===== src/rtl/seq_div_pkg.sv =====
// Shared types and constants for the sequential restoring divider.
package seq_div_pkg;

   typedef enum logic [1:0] {
      IDLE = 2'd0,
      RUN  = 2'd1,
      DONE = 2'd2
   } div_state_t;

   localparam int   DIV_WIDTH_DEFAULT = 8;
   localparam logic OP_ADD            = 1'b0;
   localparam logic OP_SUB            = 1'b1;

endpackage


===== src/rtl/div_trial_sub.sv =====
// WIDTH+1-bit add/sub slice used for the trial subtraction; borrow is the
// inverted carry-out when subtracting, the plain carry-out when adding.
module div_trial_sub
   import seq_div_pkg::*;
#(
   parameter int WIDTH = DIV_WIDTH_DEFAULT
) (
   input  logic [WIDTH:0] a,
   input  logic [WIDTH:0] b,
   input  logic           opcode,
   output logic [WIDTH:0] diff,
   output logic           borrow
);

   logic [WIDTH:0] b_eff;
   logic           carry;

   assign b_eff = b ^ {(WIDTH+1){opcode}};
   assign {carry, diff} = {1'b0, a} + {1'b0, b_eff} + {{(WIDTH+1){1'b0}}, opcode};
   assign borrow = carry ^ opcode;

endmodule


===== src/rtl/seq_restoring_divider.sv =====
// Multi-cycle restoring divider, one quotient bit per clock, valid/ready on both sides.
// Define SEQ_DIV_SIGNED_EN for two's-complement operands and results.
module seq_restoring_divider
   import seq_div_pkg::*;
#(
   parameter int WIDTH = DIV_WIDTH_DEFAULT
) (
   input  logic             clk,
   input  logic             reset,
   input  logic             in_valid,
   output logic             in_ready,
   input  logic [WIDTH-1:0] dividend,
   input  logic [WIDTH-1:0] divisor,
   output logic             out_valid,
   input  logic             out_ready,
   output logic [WIDTH-1:0] quotient,
   output logic [WIDTH-1:0] remainder,
   output logic             div_by_zero
);

   localparam int               CNT_W    = $clog2(WIDTH + 1);
   localparam logic [CNT_W-1:0] LAST_CNT = CNT_W'(WIDTH - 1);

   div_state_t       state;
   div_state_t       state_next;
   logic             accept;
   logic             iterate;
   logic             finish;
   logic [CNT_W-1:0] iter_cnt;

   logic [WIDTH-1:0] work_q;
   logic [WIDTH-1:0] part_rem;
   logic [WIDTH-1:0] dsr_mag;
   logic             zero_dsr;

   logic [WIDTH-1:0] dvd_in;
   logic [WIDTH-1:0] dsr_in;
   logic [WIDTH:0]   rem_shift;
   logic [WIDTH:0]   trial_diff;
   logic             trial_borrow;
   logic [WIDTH-1:0] q_next;
   logic [WIDTH-1:0] r_next;
   logic [WIDTH-1:0] q_final;
   logic [WIDTH-1:0] r_final;
   logic             unused_diff_msb;

`ifdef SEQ_DIV_SIGNED_EN
   logic neg_q;
   logic neg_r;

   function automatic logic [WIDTH-1:0] magnitude(input logic signed [WIDTH-1:0] v);
      // The most-negative value maps onto its own bit pattern, read as unsigned.
      return v[WIDTH-1] ? -v : v;
   endfunction

   function automatic logic [WIDTH-1:0] apply_sign(input logic [WIDTH-1:0] mag,
                                                    input logic             neg);
      return neg ? -mag : mag;
   endfunction

   assign dvd_in  = magnitude(dividend);
   assign dsr_in  = magnitude(divisor);
   assign q_final = zero_dsr ? {WIDTH{1'b1}} : apply_sign(q_next, neg_q);
   assign r_final = apply_sign(r_next, neg_r);
`else
   assign dvd_in  = dividend;
   assign dsr_in  = divisor;
   assign q_final = q_next;
   assign r_final = r_next;
`endif

   // Trial subtraction: shift the next dividend bit into the partial remainder.
   assign rem_shift = {part_rem, work_q[WIDTH-1]};

   div_trial_sub #(
      .WIDTH(WIDTH)
   ) u_trial_sub (
      .a      (rem_shift),
      .b      ({1'b0, dsr_mag}),
      .opcode (OP_SUB),
      .diff   (trial_diff),
      .borrow (trial_borrow)
   );

   // Without a borrow the difference is below the divisor, so its MSB is always zero.
   assign unused_diff_msb = trial_diff[WIDTH];
   assign q_next = {work_q[WIDTH-2:0], ~trial_borrow};
   assign r_next = trial_borrow ? rem_shift[WIDTH-1:0] : trial_diff[WIDTH-1:0];

   always_ff @(posedge clk) begin
      if (reset) begin
         state <= IDLE;
      end else begin
         state <= state_next;
      end
   end

   always_comb begin
      state_next = state;
      accept     = 1'b0;
      iterate    = 1'b0;
      finish     = 1'b0;
      case (state)
         IDLE: begin
            if (in_valid) begin
               accept     = 1'b1;
               state_next = RUN;
            end
         end
         RUN: begin
            iterate = 1'b1;
            if (iter_cnt == LAST_CNT) begin
               finish     = 1'b1;
               state_next = DONE;
            end
         end
         DONE: begin
            if (out_ready) begin
               state_next = IDLE;
            end
         end
         default: state_next = IDLE;
      endcase
   end

   assign in_ready  = (state == IDLE);
   assign out_valid = (state == DONE);

   always_ff @(posedge clk) begin
      if (reset) begin
         iter_cnt <= '0;
      end else if (accept) begin
         iter_cnt <= '0;
      end else if (iterate) begin
         iter_cnt <= iter_cnt + CNT_W'(1);
      end
   end

   // Working registers carry no reset: they are always reloaded at accept.
   always_ff @(posedge clk) begin
      if (accept) begin
         work_q   <= dvd_in;
         part_rem <= '0;
         dsr_mag  <= dsr_in;
         zero_dsr <= (divisor == '0);
`ifdef SEQ_DIV_SIGNED_EN
         neg_q    <= dividend[WIDTH-1] ^ divisor[WIDTH-1];
         neg_r    <= dividend[WIDTH-1];
`endif
      end else if (iterate) begin
         work_q   <= q_next;
         part_rem <= r_next;
      end
   end

   // Result registers load on the last iteration and hold through DONE.
   always_ff @(posedge clk) begin
      if (reset) begin
         quotient    <= '0;
         remainder   <= '0;
         div_by_zero <= 1'b0;
      end else if (finish) begin
         quotient    <= q_final;
         remainder   <= r_final;
         div_by_zero <= zero_dsr;
      end
   end

endmodule


===== config.mk =====
export PLATFORM = sky130hd
export DESIGN_NAME = seq_restoring_divider
export DESIGN_NICKNAME = d
export VERILOG_FILES = /design/src/rtl/seq_div_pkg.sv /design/src/rtl/div_trial_sub.sv /design/src/rtl/seq_restoring_divider.sv
export SDC_FILE = /design/constraint.sdc
export NUM_CORES = 1
export LEC_CHECK = 0
export ABC_AREA = 1
export BUFFER_PORTS_ARGS = -buffer_cell sky130_fd_sc_hd__buf_2
export CAP_MARGIN = 20
export CORE_UTILIZATION = 60
export DETAILED_ROUTE_END_ITERATION = 10
export PLACE_DENSITY = 0.84
export SLEW_MARGIN = 20
export SYNTH_ARGS = -nofsm -noshare
export SYNTH_HDL_FRONTEND = slang
export SYNTH_SLANG_ARGS = --single-unit

===== constraint.sdc =====
create_clock -name clk -period 2.81 [get_ports clk]
set_input_delay 0 -clock clk [delete_from_list [all_inputs] [get_ports clk]]
set_output_delay 0 -clock clk [all_outputs]
set_load 0.01 [all_outputs]

==> out/metrics.csv <==
metric,value,unit
clk_latency,310,ps
p_per_area,698,nW/µm²
slew_violations,0,
drc_errors,0,
final.setup.tns,0,ps
cts.clk_slew.worst_paths,100,ps
fp-row-count,22,
outcome,finished clean,
ant_nets,0,
critical_path_class,register to register,
cap_violations,0,
cts_buffers,5,
min_period,1890,ps
finish.net_count,396,
dp_hpwl,3520,µm
grt_first_pass_wirelength,8940,µm
synthToLayoutAreaGrowth,20.6,%
max_slew_margin,71.7,%
drtIter0Drc,144,
timing_hold_violations_final,0,
htreeDepth,2,
track_usage,27.8,%
finalPower,0.00204,W
rsz0062_at_grt,no,
cts_tree,done,
initial_core_util,64.2,%
grt_pass1_vias,2119,
drtPass1Iterations,4,
finalClockSkew,12.7,ps
endpoint_kind,register,
viasPerCell,5.14,
grt_max_degree,25,
die_h,65.5,µm
syn_area_per_cell,7.83,µm²
grt_overflow,0,
pre_cts_ws,1020,ps
wire_per_inst,12.6,µm
core_area,3770,µm²
die_area,4290,µm²
start_kind,register,
routabilityCongestion,0.867,
drt_wl_total,5250,µm
grt_antenna_before_repair,0,
finalSetupViolCount,0,
required,3070,ps
max_clock_freq,0.530,GHz
syn_inst,309,
clk_path_buf_depth,2,
io_pins,39,
synth-seq-area-share,46.7,%
via_count,2135,
yosysUniqueCellTypes,34,
yosysWarnings,0,
reg2reg_slack,920,ps
arrival,2140,ps
diodes,0,
numClockSinks,48,
synthesis.nets,339,
netlist_area,2420,µm²
die_w,65.5,µm
worst_slew_pin_slew,424,ps
cts_setup_buffers,0,
p_leak,1.45,nW
numPortBuffers,38,
cts_root_buffer,clkbuf_8,
ys_ff_latch,48,
path_max_fanout,17,
timing.final.ws_setup,922,ps
stdcell_count,415,
irDropWorstVdd,0.570,mV
min_path_type,primary input to register,
drive_gt1_share,17.7,%
dpl.cell_count,389,
period_share,67.2,%
-- cells in the final DEF, fill, tap and decap left out, types with 2 or more instances in the layout --
cell type,n
nand2_1,87
nor2_1,43
inv_1,41
buf_2,38
dfxtp_1,31
dlygate4sd3_1,18
edfxtp_1,17
o21ai_0,13
nand3_1,11
nand4_1,9
ha_1,9
a21oi_1,7
clkbuf_8,6
nand2_2,3
nand3_2,3
xnor2_1,3
a31oi_1,3
nor2_2,2
nand3_4,2
inv_2,2
nor4_1,2
o21ai_2,2
nand3b_1,2
-- cell type report --
class,instances,area (µm²)
Sequential cell,48,1130
Tap cell,48,60.1
Fill cell,256,852
Timing Repair Buffer,57,378
Multi-Input combinational cell,211,1090
Clock inverter,2,13.8
Inverter,43,161
Clock buffer,6,82.6
-- metrics by stage --
stage          utilization, %  instance area, µm²  hold slack, ps
6_report                 77.4                2920            98.5
5_1_grt                  77.4                2920             103
4_1_cts                  77.4                2920            90.1
3_5_place_dp             70.1                2640             196
3_3_place_gp             70.1                2640             190
2_1_floorplan               -                2420            98.9
-- where the power goes --
group | total [W] | internal (W) | leakage (nW) | switching [W]
combinational | 0.000731 | 0.000270 | 0.985 | 0.000461
clock | 0.000445 | 0.000202 | 0.0516 | 0.000243
sequential | 0.000861 | 0.000803 | 0.418 | 0.0000581
total | 0.00204 | 0.00127 | 1.45 | 0.000763
-- registers in the layout, indices dropped and copies added (netlist names), 2 cells and up --
| register | count |
|---|---|
| work_q | 8 |
| remainder | 8 |
| dsr_mag | 8 |
| part_rem | 8 |
| iter_cnt | 4 |
| quotient | 8 |
| state | 2 |
-- final timing paths --
check | start | end | cells past startpoint
worst max-delay path | state[0]$_SDFFE_PP0P_ | state[1]$_SDFFE_PP0P_ | 5
worst min-delay path | reset | remainder[1]$_SDFFE_PP0P_ | 4
worst max register to register | state[0]$_SDFFE_PP0P_ | state[1]$_SDFFE_PP0P_ | 5
worst min register to register | part_rem[7]$_SDFFE_PP0P_ | part_rem[7]$_SDFFE_PP0P_ | 2
-- critical path, stage by stage (launching register included) --
cell and delay (ps):
dfxtp_1 370, nand2_1 120, inv_2 230, nand2_1 300, a21oi_1 230, dlygate4sd3_1 580
-- logic make-up (layout without fill, tap and decap cells) --
family | count (synthesis) | count (layout) | synth area share, %
fa+ha+maj | 10 | 10 | 5.48
xor+xnor | 3 | 3 | 1.09
flops | 48 | 48 | 46.7
buf+inv | 50 | 108 | 8.12
compound gates | 27 | 27 | 6.62
simple gates | 171 | 171 | 32.0
-- cell usage after synthesis (all sizes together) --
library cell	n	area, µm²
nand2	90	345
nor2	45	174
inv	43	161
dfxtp	31	621
edfxtp	17	510
nand3	16	120
o21ai	15	82.6
ha	9	113
nand4	9	56.3
a21oi	8	51.3
buf	4	22.5
a31oi	3	18.8
clkbuf	3	12.5
xnor2	3	26.3
nand3b	2	15.0
nor3	2	15.0
nor4	2	12.5
or2	2	15.0
and2	1	6.26
and3	1	6.26
fa	1	20.0
nor3b	1	7.51
o21a	1	7.51
-- what timing repair did --
item                                   4_1_cts  5_1_grt
hold buffers                                18        0
endpoints found under the hold margin       17        0
resized for setup                            0        0
-- routing by layer --
layer  track usage (%)  share of wire (%)
met5                 0                  0
met3              7.47                4.9
met2              47.0                 48
met1              33.4                 45
met4              10.6                1.5
Power figures use the tool's default switching activity.
